**src/rtl/wt_accum_pipe.sv**
```systemverilog
// wt_accum_pipe: pipelined multi-operand adder with packet accumulation.
// Each accepted beat carries NUM_OPS operands of WIDTH bits. The operands are
// extended to RWIDTH, reduced with the carry-save accumulator through a 3:2
// (Wallace) tree, and the final pair is resolved by one carry-propagate adder
// when the packet's last beat arrives.
//
// Ports:
//   i_clk, i_rst_n          clock (rising edge), async active-low reset
//   i_in_valid/o_in_ready   input beat handshake
//   i_in_last               accepted beat closes the packet
//   i_mode_signed           1: sign-extend this beat's operands, 0: zero-extend
//   i_operands              operand i at [i*WIDTH +: WIDTH]
//   o_out_valid/i_out_ready result handshake
//   o_result                packet sum modulo 2^RWIDTH
//   o_out_beats             beats in the packet, saturating at 255
module wt_accum_pipe #(
    parameter int unsigned WIDTH   = 4,
    parameter int unsigned NUM_OPS = 4,
    parameter int unsigned RWIDTH  = WIDTH + 8
) (
    input  logic                     i_clk,
    input  logic                     i_rst_n,
    input  logic                     i_in_valid,
    output logic                     o_in_ready,
    input  logic                     i_in_last,
    input  logic                     i_mode_signed,
    input  logic [NUM_OPS*WIDTH-1:0] i_operands,
    output logic                     o_out_valid,
    input  logic                     i_out_ready,
    output logic [RWIDTH-1:0]        o_result,
    output logic [7:0]               o_out_beats
);

    // Tree inputs: all operands plus the two accumulator rows.
    localparam int NROWS = NUM_OPS + 2;

    logic              w_stall;
    logic              w_accept;
    logic [RWIDTH-1:0] w_ext [NUM_OPS];
    logic [RWIDTH-1:0] w_sum;
    logic [RWIDTH-1:0] w_carry;
    logic [7:0]        w_cnt_inc;

    logic              r_s1_valid;
    logic              r_s1_last;
    logic [RWIDTH-1:0] r_s1_ops [NUM_OPS];
    logic [RWIDTH-1:0] r_acc_s;
    logic [RWIDTH-1:0] r_acc_c;
    logic [7:0]        r_cnt;
    logic              r_fin_valid;
    logic [RWIDTH-1:0] r_fin_s;
    logic [RWIDTH-1:0] r_fin_c;
    logic [7:0]        r_fin_beats;
    logic              r_out_valid;
    logic [RWIDTH-1:0] r_result;
    logic [7:0]        r_out_beats;

    // The whole pipeline freezes while a result waits to be consumed.
    assign w_stall     = r_out_valid && !i_out_ready;
    assign o_in_ready  = !w_stall;
    assign w_accept    = i_in_valid && o_in_ready;
    assign o_out_valid = r_out_valid;
    assign o_result    = r_result;
    assign o_out_beats = r_out_beats;

    always_comb begin
        for (int i = 0; i < int'(NUM_OPS); i++) begin
            w_ext[i] = {{(RWIDTH - WIDTH){i_mode_signed & i_operands[i*WIDTH + WIDTH - 1]}},
                        i_operands[i*WIDTH +: WIDTH]};
        end
    end

    // Level-by-level 3:2 reduction: each level compresses every full group of
    // three rows into a sum row and a left-shifted carry row, leftovers pass
    // through. Runs until two rows remain.
    always_comb begin
        logic [RWIDTH-1:0] rows     [NROWS];
        logic [RWIDTH-1:0] nxt_rows [NROWS];
        int                cnt;
        int                nxt;
        for (int k = 0; k < int'(NUM_OPS); k++) begin
            rows[k] = r_s1_ops[k];
        end
        rows[NUM_OPS]     = r_acc_s;
        rows[NUM_OPS + 1] = r_acc_c;
        nxt_rows          = rows;
        cnt               = NROWS;
        nxt               = 0;
        for (int lvl = 0; lvl < NROWS; lvl++) begin
            if (cnt > 2) begin
                nxt      = 0;
                nxt_rows = rows;
                for (int g = 0; g < NROWS / 3; g++) begin
                    if (3*g + 2 < cnt) begin
                        nxt_rows[nxt]     = rows[3*g] ^ rows[3*g + 1] ^ rows[3*g + 2];
                        nxt_rows[nxt + 1] = ((rows[3*g] & rows[3*g + 1]) |
                                             (rows[3*g] & rows[3*g + 2]) |
                                             (rows[3*g + 1] & rows[3*g + 2])) << 1;
                        nxt = nxt + 2;
                    end
                end
                for (int r = 0; r < NROWS; r++) begin
                    if (r >= (cnt / 3) * 3 && r < cnt) begin
                        nxt_rows[nxt] = rows[r];
                        nxt = nxt + 1;
                    end
                end
                rows = nxt_rows;
                cnt  = nxt;
            end
        end
        w_sum   = rows[0];
        w_carry = rows[1];
    end

    assign w_cnt_inc = (r_cnt == 8'hFF) ? 8'hFF : r_cnt + 8'd1;

    // S1: extended operand capture
    always_ff @(posedge i_clk or negedge i_rst_n) begin
        if (!i_rst_n) begin
            r_s1_valid <= 1'b0;
            r_s1_last  <= 1'b0;
            for (int i = 0; i < int'(NUM_OPS); i++) begin
                r_s1_ops[i] <= '0;
            end
        end else if (!w_stall) begin
            r_s1_valid <= w_accept;
            if (w_accept) begin
                r_s1_ops  <= w_ext;
                r_s1_last <= i_in_last;
            end
        end
    end

    // S2: carry-save accumulate; last beat hands the pair to FIN and clears ACC
    always_ff @(posedge i_clk or negedge i_rst_n) begin
        if (!i_rst_n) begin
            r_acc_s     <= '0;
            r_acc_c     <= '0;
            r_cnt       <= '0;
            r_fin_valid <= 1'b0;
            r_fin_s     <= '0;
            r_fin_c     <= '0;
            r_fin_beats <= '0;
        end else if (!w_stall) begin
            if (r_s1_valid && r_s1_last) begin
                r_fin_s     <= w_sum;
                r_fin_c     <= w_carry;
                r_fin_beats <= w_cnt_inc;
                r_fin_valid <= 1'b1;
                r_acc_s     <= '0;
                r_acc_c     <= '0;
                r_cnt       <= '0;
            end else begin
                r_fin_valid <= 1'b0;
                if (r_s1_valid) begin
                    r_acc_s <= w_sum;
                    r_acc_c <= w_carry;
                    r_cnt   <= w_cnt_inc;
                end
            end
        end
    end

    // S3: final carry-propagate add
    always_ff @(posedge i_clk or negedge i_rst_n) begin
        if (!i_rst_n) begin
            r_out_valid <= 1'b0;
            r_result    <= '0;
            r_out_beats <= '0;
        end else if (!w_stall) begin
            r_out_valid <= r_fin_valid;
            if (r_fin_valid) begin
                r_result    <= r_fin_s + r_fin_c;
                r_out_beats <= r_fin_beats;
            end
        end
    end

endmodule
```
**config.mk**
```make
export PLATFORM = sky130hd
export DESIGN_NAME = wt_accum_pipe
export DESIGN_NICKNAME = d
export VERILOG_FILES = /design/src/rtl/wt_accum_pipe.sv
export SDC_FILE = /design/constraint.sdc
export NUM_CORES = 1
export LEC_CHECK = 0
export BUFFER_PORTS_ARGS = -buffer_cell sky130_fd_sc_hd__buf_4
export CAP_MARGIN = 15
export CORE_ASPECT_RATIO = 1.25
export CORE_MARGIN = 8
export CORE_UTILIZATION = 33
export CTS_CLUSTER_DIAMETER = 80
export DETAILED_ROUTE_END_ITERATION = 12
export HOLD_SLACK_MARGIN = 0.1
export PLACE_DENSITY = 0.53
export SLEW_MARGIN = 5
export SYNTH_ARGS = -nofsm -noshare
export SYNTH_HDL_FRONTEND = slang
export SYNTH_SLANG_ARGS = --single-unit
export TNS_END_PERCENT = 5
```
**constraint.sdc**
```tcl
create_clock -name i_clk -period 5.65 [get_ports i_clk]
set_input_delay 0.565 -clock i_clk [delete_from_list [all_inputs] [get_ports i_clk]]
set_output_delay 0.565 -clock i_clk [all_outputs]
set_load 0.02 [all_outputs]
```
==> results.yml, run 1 <==
power:
  p_int_mw: 2.132
  leakagePower_nw: 2.935
  ir_drop_mv: 0.1905
  power_density_nw_per_um2: 578.2
  comb_power_share: 0.497
  pwr-share-clk: 0.172
  p_sw_mw: 1.435
  power_frac_seq: 0.330
  switching_share: 0.4022
placement:
  routabilityCongestion: 0.7752
  hpwl_um: 7797
  pre_cts_slack_ns: 2.943
  placed_cell_area_um2: 5881
  io_buffers: 43
timing:
  period_share: 0.4728
  fmaxAchievable_ghz: 0.3743
  rsz0062_at_grt: "no"
  worst_pin_slew_ns: 0.9767
  setup_viol: 0
  hold_violations: 0
  fin_setup_tns_ns: 0
  skew_ns: 0.007385
  slew_headroom: 0.3473
  setup_ws_ns: 2.979
  slew_violations: 0
  fin_crit_ns: 2.671
finish:
  final_nets: 593
  drive_above_1_share: 0.1816
  multi_input_area_um2: 2541
  n_antenna_cell: 0
  area_delta_synth_final_pct: 15.51
  fill_cells: 1586
  final-seq-area_um2: 2603
  design_area_um2: 6170
critical_path:
  reg2reg_depth: 7
  arrival_ns: 2.95
  crit-reg2reg-launch: "r_s1_ops[16]"
  critPathLaunchType: "flop"
  required_ns: 5.93
  cp-end-kind: "flop"
  crit_type: "reg -> reg"
  crit_fanout: 6
  reg2reg_slack_ns: 2.98
  r2r_end: "r_acc_s[9]"
cts:
  cts_hold_buf: 0
  htreeDepth: 3
  worstSkewPairLatency_ns: 0.35
  clock_sinks: 104
  clock-root-buffer: "clkbuf_16"
  cts_buffer_depth: 2
  ctsResizeCount: 0
  cts_inserted_buffers: 9
  postCtsSetupBuffers: 0
  tritoncts: "yes"
  clk_pin_slew_ns: 0.07
floorplan:
  dieWidth_um: 129.8
  core_um2: 16010
  ios: 44
  fp.dieH_um: 158.2
  start_util: 0.3337
  rows: 52
  die-area_um2: 20540
yosys:
  synth_compound_area_frac: 0.08222
  synth_top_cell_by_area: "dfrtp_1"
  syn_inst: 493
  ys_top_cells_by_count: "nand2_1, dfrtp_1, fa_1"
  synth_fa_ha_area_frac: 0.1504
  synthSimpleGateAreaFrac: 0.1478
  synthMuxAreaShare: 0.06090
  synth_area_um2: 5341
  synth_sequential_area_ratio: 0.4872
  ys.flop_type: "dfrtp_1"
  synth_area_leaders: "dfrtp_1, fa_1, nand2_1"
  post-synth-top-count-cell: "nand2_1"
  synth-edff-count: 0
  avgSynthCellArea_um2: 10.83
  synth_top_family_by_area: "adder cells"
  ys_types: 46
  netlist.area_leader.share: 0.4872
  synth_warnings: 0
  synth-seq-cells: 104
  synthArstFlopShare: 1.000
  yosys.area_share.xor_xnor: 0.03443
  syn_nets: 557
grt:
  grt_usage: 0.1166
  grt_max_degree: 68
  grt_pass1_vias: 3740
  grt_pass1_wl_um: 18890
  grt_overflow: 0
  antenna_found_initial: 0
detailed_routing:
  drcViolationCount: 0
  vias: 3517
  drt_iter0_markers: 162
  drtPass1Iterations: 4
  wl_um: 10910
  viasPerCell: 4.689
  routedWlPerCell_um: 14.55
  drt.antenna.violating_nets: 0
min_path:
  min_path_type: "in -> async"
outcome:
  status: "finished, final reports clean"
run:
  cap_violations: 0
## power groups by stage
stage	sequential, mW	clock (mW)	combinational (mW)
after floorplan	1.23	0	1.21
after global placement	1.19	0	1.72
after detailed placement	1.20	0	1.79
after CTS	1.18	0.638	1.80
after global routing	1.22	0.669	2.04
final	1.18	0.615	1.77
## final cells by class
| cell class | count | area share |
|---|---|---|
| well taps | 216 | 0.04380 |
| multi-input cells | 343 | 0.4119 |
| flip-flops and latches | 104 | 0.4218 |
| inverters | 23 | 0.01399 |
| repair buffers | 48 | 0.06165 |
| clock inverters | 5 | 0.009126 |
| clock buffers | 11 | 0.03772 |
## flip-flops by register name, indices dropped and copies added, names as in the netlist
name,count
r_cnt,8
o_out_beats,8
r_acc_c,10
r_fin_c,10
r_s1_last,1
o_result,12
o_out_valid,1
r_s1_ops,20
r_fin_s,12
r_acc_s,12
r_fin_valid,1
r_fin_beats,8
r_s1_valid,1
## worst max-delay path, stage by stage, from the launching register on
cell and delay (ns):
dfrtp_1 0.35, inv_1 0.06, fa_1 0.56, xnor2_1 0.69
xnor2_1 0.19, fa_1 0.60, nand3b_1 0.08, nand2_1 0.07
## how the worst max path moves through the flow
stage,startpoint,endpoint,slack (ns)
floorplan,r_s1_ops[4],r_acc_s[4],3.22
global placement,r_s1_ops[16],r_fin_s[9],3.01
detailed placement,r_s1_ops[16],r_acc_s[6],2.94
CTS,r_s1_ops[16],r_acc_s[10],2.94
global route,r_s1_ops[16],r_acc_s[9],2.75
finish,r_s1_ops[16],r_acc_s[9],2.98
## metal layers
metal  vias to the layer above  GRT usage  wire length, µm
met1                      1724     0.1604             5454
met2                        62     0.1732             4773
li1                       1717          -                -
met3                        14    0.01921              434
met4                         0    0.05876              249
met5                         -          0                0
## cells in the final DEF, fill, tap and decap left out, drive strengths merged, types with 2 or more instances in the layout
cell | netlist | routed
a211oi | 2 | 2
a21o | 2 | 2
a21oi | 15 | 15
a22o | 2 | 2
a31o | 2 | 2
a31oi | 8 | 8
and3 | 6 | 6
buf | 12 | 48
clkbuf | 11 | 11
clkinv | 0 | 2
dfrtp | 104 | 104
fa | 29 | 29
ha | 13 | 13
inv | 23 | 24
maj3 | 6 | 6
mux2 | 28 | 28
nand2 | 122 | 122
nand2b | 4 | 4
nand3 | 4 | 4
nand3b | 18 | 18
nor2 | 12 | 12
nor3 | 3 | 3
o21a | 3 | 3
o21ai | 24 | 24
o31ai | 6 | 6
xnor2 | 14 | 14
xor2 | 7 | 7
## cells by family (layout without fill, tap and decap cells)
family,count (synthesis),count (layout)
buf+inv,46,87
xor+xnor,21,21
simple gates,174,174
fa+ha+maj,48,48
mux,29,29
compound gates,71,71
flops,104,104
## per-stage QoR
stage                 util  hold slack [ns]  cells  power, mW
floorplan                -           0.2694    493      2.442
global route        0.3855           0.4069    750      3.929
global placement    0.3657           0.4552    733      2.912
detailed placement  0.3674           0.4646    734      2.992
CTS                 0.3855           0.3744    750      3.627
finish              0.3855           0.3393    750      3.567
Note: power is estimated with default switching activity, not from simulation.
==> run 2, diff against run 1 <==
clock period = 2.6 ns   (was 5.65 ns; I/O delays follow)
==> run 2 against run 1 <==
Net effect: utilization up 0.43 points; die area stayed put; sequential share of layout area down 0.47 points; via count grew 1.5%; clock power grew 110%; critical path type unchanged; largest power group unchanged.
==> results.yml, run 2 (synthesis results as in run 1) <==
detailed_routing:
  viasPerCell: 4.696
  routedWlPerCell_um: 14.43
  wl_um: 10960
  drt_iter0_markers: 215
  vias: 3569
  drt.antenna.violating_nets: 0
  drtPass1Iterations: 4
  drcViolationCount: 0
placement:
  io_buffers: 43
  hpwl_um: 8180
  pre_cts_slack_ns: -0.005160
  placed_cells: 743
  routabilityCongestion: 0.7472
min_path:
  min_from: "i_operands[10]"
  hold_depth: 2
  whs_endpoint: "r_s1_ops[14]"
  min_path_type: "in -> reg"
critical_path:
  required_ns: 2.89
  r2r_end: "r_acc_s[4]"
  crit_type: "reg -> reg"
  arrival_ns: 2.74
  reg2reg_depth: 8
  cpMostUsedCell: "fa_1"
  cp_slowest_cell: "fa_1"
  cp-end-kind: "flop"
  reg2reg_slack_ns: 0.15
  cp_cell_sequence: "inv_1, fa_1, buf_4, fa_1, inv_1, fa_1, nand3b_1, nand2_1"
  cpPeakStageDelay_ns: 0.56
  crit_fanout: 3
  crit-reg2reg-launch: "r_s1_ops[16]"
  critPathLaunchType: "flop"
power:
  p_sw_mw: 3.131
  switching_share: 0.4066
  power_frac_seq: 0.334
  pwr-share-clk: 0.166
  ir_drop_mv: 0.4226
  comb_power_share: 0.500
  leakagePower_nw: 2.981
  finalPower_mw: 7.702
  power_density_nw_per_um2: 1235
  p_int_mw: 4.570
grt:
  grt_pass1_vias: 3821
  grt_pass1_wl_um: 19080
  grt_max_degree: 43
  grt_usage: 0.1182
  grt_overflow: 0
  antenna_found_initial: 0
cts:
  clock-root-buffer: "clkbuf_16"
  worstSkewPairLatency_ns: 0.35
  cts_inserted_buffers: 9
  postCtsSetupBuffers: 0
  clk_pin_slew_ns: 0.07
  htreeDepth: 3
  cts_buffer_depth: 2
  clock_sinks: 104
  tritoncts: "yes"
finish:
  final_nets: 603
  fill_cells: 1616
  mostFrequentLayoutCell: "nand2_1"
  area_delta_synth_final_pct: 16.80
  drive_above_1_share: 0.2004
  top_register: "r_s1_ops"
  stdcell_count: 760
  mostFrequentLayoutCells: "nand2_1, dfrtp_1, buf_4, fa_1, mux2_2"
  largest_reg_flops: 20
  n_antenna_cell: 0
timing:
  slew_headroom: 0.6086
  worst_pin_slew_ns: 0.5871
  timing.hold.ws_ns: 0.1398
  hold_violations: 0
  slew_violations: 0
  setup_ws_ns: 0.1461
  skew_ns: 0.008788
  fmaxAchievable_ghz: 0.4075
  period_share: 0.9438
  fin_crit_ns: 2.454
  setup_viol: 0
  rsz0062_at_grt: "no"
floorplan:
  dieWidth_um: 129.8
  die-area_um2: 20540
  rows: 52
  ios: 44
  core_um2: 16010
  fp.dieH_um: 158.2
  start_util: 0.3337
run:
  cap_violations: 0
outcome:
  status: "finished, final reports clean"
[run 2: cell count changes in the layout (fill, tap and decap cells not counted)]
cell,change
buf_16,-1
buf_4,+9
buf_12,+1
inv_8,+1
xnor2_2,+1
dlygate4sd3_1,+1
bufinv_16,-1
clkbuf_1,-2
xnor2_1,-1
clkinv_4,+2
[run 2: power by group through the flow]
stage / clock (mW) / combinational, mW / sequential, mW
6_report: 1.28 / 3.85 / 2.57
3_3_place_gp: 0 / 3.78 / 2.60
2_1_floorplan: 0 / 2.63 / 2.68
3_5_place_dp: 0 / 3.91 / 2.61
4_1_cts: 1.33 / 3.94 / 2.58
5_1_grt: 1.41 / 4.40 / 2.65
[run 2: worst max-delay path, delay by kind of cell (launching register included)]
| family | cells | cell delay (ns) |
|---|---|---|
| buffers and inverters | 3 | 0.30 |
| and+or+nand+nor | 2 | 0.14 |
| adders and majority gates | 3 | 1.62 |
| DFF | 1 | 0.35 |
[run 2: metal layers]
| metal | vias up | global-route usage | share of wire |
|---|---|---|---|
| met5 | - | 0 | 0 |
| met4 | 0 | 0.04601 | 0.013 |
| met3 | 12 | 0.02157 | 0.043 |
| met2 | 70 | 0.1920 | 0.47 |
| met1 | 1751 | 0.1525 | 0.48 |
| li1 | 1736 | - | - |
[run 2: stage by stage]
stage | instance area (µm²) | utilization | TNS [ns]
5_1_grt | 6238 | 0.3898 | 0
2_1_floorplan | 5341 | - | 0
3_3_place_gp | 5941 | 0.3712 | 0
6_report | 6238 | 0.3898 | 0
4_1_cts | 6238 | 0.3898 | 0
3_5_place_dp | 5941 | 0.3712 | -0.005160
[run 2: area by class of cell]
| class | instances | area, µm² | share of cell area |
|---|---|---|---|
| clock buffers | 9 | 225.2 | 0.03610 |
| clock inverters | 7 | 55.05 | 0.008825 |
| inverters | 23 | 86.33 | 0.01384 |
| multi-input cells | 343 | 2549 | 0.4085 |
| flip-flops and latches | 104 | 2603 | 0.4172 |
| well taps | 216 | 270.3 | 0.04332 |
| repair buffers | 58 | 450.4 | 0.07220 |
[run 2: worst max path at each step]
stage | start | to | slack (ns) | cells past startpoint
2_1_floorplan | r_s1_ops[4] | r_acc_s[4] | 0.17 | 7
3_3_place_gp | r_s1_ops[16] | r_acc_s[10] | 0.08 | 7
3_5_place_dp | r_s1_ops[16] | r_acc_s[7] | -0.005 | 7
4_1_cts | r_s1_ops[16] | r_acc_s[4] | 0.13 | 8
5_1_grt | r_s1_ops[16] | r_acc_s[4] | 0.02 | 8
6_report | r_s1_ops[16] | r_acc_s[4] | 0.15 | 8
[run 2: timing repair]
action / in CTS / in global routing
gates resized for setup: 1 / 0
endpoints found under the hold margin: 40 / 0
hold buffers: 1 / 0
endpoints found under the setup margin: 2 / 0
==> run 3, diff against run 2 <==
ABC_AREA = 1   (was default)
CORE_MARGIN = 5   (was 8)
==> run 3 against run 2 <==
Net effect: clock skew is 0.0029 ns higher; clock power hardly changed; critical path depth is 1 lower; final area is 0.46% higher; highest routed layer unchanged; flip-flop and latch count stayed put; sequential share of layout area is 0.19 points lower.
==> results.yml, run 3 <==
floorplan:
  fp.dieH_um: 152.5
  start_util: 0.3334
  rows: 52
  dieWidth_um: 124.0
  die-area_um2: 18900
  core_um2: 16070
  ios: 44
timing:
  hold_violations: 0
  rsz0062_at_grt: "no"
  slew_violations: 0
  period_share: 0.9107
  setup_viol: 0
  worst_pin_slew_ns: 0.6776
  fmaxAchievable_ghz: 0.4223
  slew_headroom: 0.5482
  timing.hold.ws_ns: 0.1065
  skew_ns: 0.01171
  fin_setup_tns_ns: 0
  fin_crit_ns: 2.368
power:
  leakagePower_nw: 3.169
  power_frac_seq: 0.338
  p_sw_mw: 3.218
  power_density_nw_per_um2: 1199
  switching_share: 0.4282
  finalPower_mw: 7.515
  ir_drop_mv: 0.4242
  pwr-share-clk: 0.172
  comb_power_share: 0.490
  p_int_mw: 4.297
detailed_routing:
  drcViolationCount: 0
  drtPass1Iterations: 4
  wl_um: 10900
  vias: 3828
  wl_met1_um: 5043
  drt.antenna.violating_nets: 0
  met2_length_um: 5324
  route.met3.wl_um: 327
  routedWlPerCell_um: 12.69
  viasPerCell: 4.456
  dr.max_layer_used: "met4"
  drt_iter0_markers: 161
finish:
  top_register: "r_s1_ops"
  final-seq-area_um2: 2603
  mostFrequentLayoutCells: "nand2_1, dfrtp_1, inv_1, buf_4, o21ai_1"
  mostFrequentLayoutCell: "nand2_1"
  largest_reg_flops: 20
  fill_cells: 1625
  multi_input_area_um2: 2366
  n_antenna_cell: 0
  area_delta_synth_final_pct: 16.98
  drive_above_1_share: 0.1306
  final_nets: 702
yosys:
  synthArstFlopShare: 1.000
  synth-edff-count: 0
  netlist.area_leader.share: 0.4858
  ys.flop_type: "dfrtp_1"
  avgSynthCellArea_um2: 9.096
  syn_nets: 653
  post-synth-top-count-cell: "nand2_1"
  ys_types: 32
  syn_inst: 589
  synth_sequential_area_ratio: 0.4858
  synth_top_cell_by_area: "dfrtp_1"
  synth-seq-cells: 104
  synth_warnings: 0
  ys_top_cells_by_count: "nand2_1, dfrtp_1, inv_1"
  synth_area_leaders: "dfrtp_1, nand2_1, fa_1"
  synth_area_um2: 5358
critical_path:
  reg2reg_slack_ns: 0.23
  crit_cells: 7
  cp_slowest_cell: "fa_1"
  cp-end-kind: "flop"
  crit_fanout: 3
  required_ns: 2.87
  r2r_end: "r_fin_s[4]"
  crit-reg2reg-launch: "r_s1_ops[40]"
  cp_top_family: "adder cells"
  cp_cell_sequence: "inv_1, fa_1, fa_1, inv_1, fa_1, inv_1, o21ai_1"
  reg2reg_depth: 7
  critPathLaunchType: "flop"
  crit_buf_inv: 3
  arrival_ns: 2.63
  cpPeakStageDelay_ns: 0.56
  crit_type: "reg -> reg"
grt:
  grt_overflow: 0
  grt_usage: 0.1254
  grt_max_degree: 54
  antenna_found_initial: 0
  grt_pass1_wl_um: 19110
  grt_pass1_vias: 4029
cts:
  clk_pin_slew_ns: 0.07
  tritoncts: "yes"
  clock_sinks: 104
  worstSkewPairLatency_ns: 0.35
  cts_buffer_depth: 2
  postCtsSetupBuffers: 0
  htreeDepth: 3
  cts_inserted_buffers: 9
  clock-root-buffer: "clkbuf_16"
placement:
  io_buffers: 43
  hpwl_um: 8038
  routabilityCongestion: 0.8401
min_path:
  whs_endpoint: "r_s1_ops[37]"
  hold_depth: 3
  min_from: "i_operands[1]"
  min_path_type: "in -> reg"
run:
  cap_violations: 0
outcome:
  status: "finished, final reports clean"
[run 3: cell count changes after synthesis, sizes merged, moves of 10 or more]
| cell | previous run | this run |
|---|---|---|
| inv | 23 | 82 |
| nand2 | 122 | 197 |
| nand3 | 4 | 20 |
| mux2 | 28 | 0 |
| clkbuf | 11 | 1 |
| o21ai | 24 | 78 |
| nand3b | 18 | 1 |
[run 3: how the worst max path moves through the flow]
stage / from / endpoint / slack, ns
6_report: r_s1_ops[40] / r_fin_s[4] / 0.23
5_1_grt: r_s1_ops[16] / r_acc_s[10] / 0.05
4_1_cts: r_s1_ops[16] / r_fin_s[7] / 0.16
3_5_place_dp: r_s1_ops[16] / r_acc_s[10] / 0.16
3_3_place_gp: r_s1_ops[16] / r_fin_s[5] / 0.22
2_1_floorplan: r_s1_ops[4] / r_fin_s[4] / 0.17
[run 3: cell type report]
type	instances	area share
timing repair buffer	54	0.06948
sequential	104	0.4153
tap	216	0.04312
clock inverter	5	0.006389
multi-input combinational	387	0.3775
clock buffer	11	0.03873
inverter	82	0.04951
[run 3: cells by family (layout without fill, tap and decap cells)]
kind of cell	Yosys count	in the layout	synth area share
and+or+nand+nor	241	241	0.1913
DFF	104	104	0.4858
buffers and inverters	98	152	0.07356
AOI/OAI and AO/OA	91	91	0.08945
adders and majority gates	42	42	0.1387
xor gates and xnor gates	13	13	0.02125
[run 3: repair_timing]
item                                   CTS  global route
hold buffers                             7             0
gates resized for setup                  0             1
setup endpoints to repair                0             4
endpoints found under the hold margin   57             0
[run 3: tightest hold or removal path, cell delays in order]
cell	delay [ns]
buf_4	0.07
nand2_1	0.04
nand2_1	0.05
[run 3: routing by layer]
layer	vias up	global-route usage
met5	-	0
met4	0	0.04593
met3	14	0.02042
met2	53	0.2086
met1	1828	0.1632
li1	1933	-
[run 3: power groups by stage]
stage	Clock (mW)	Sequential, mW	Combinational (mW)
after floorplan	0	2.67	2.53
after global placement	0	2.56	3.68
after detailed placement	0	2.57	3.72
after CTS	1.34	2.55	3.75
after global routing	1.40	2.61	4.33
final	1.29	2.54	3.68
[run 3: stage by stage]
step	cells	cell area, µm²	worst slack (ns)	util
finish	859	6267	0.2323	0.3900
global route	859	6267	0.04794	0.3900
CTS	859	6262	0.1613	0.3897
detailed placement	836	5909	0.1610	0.3677
global placement	836	5909	0.2180	0.3677
floorplan	589	5358	0.1673	-
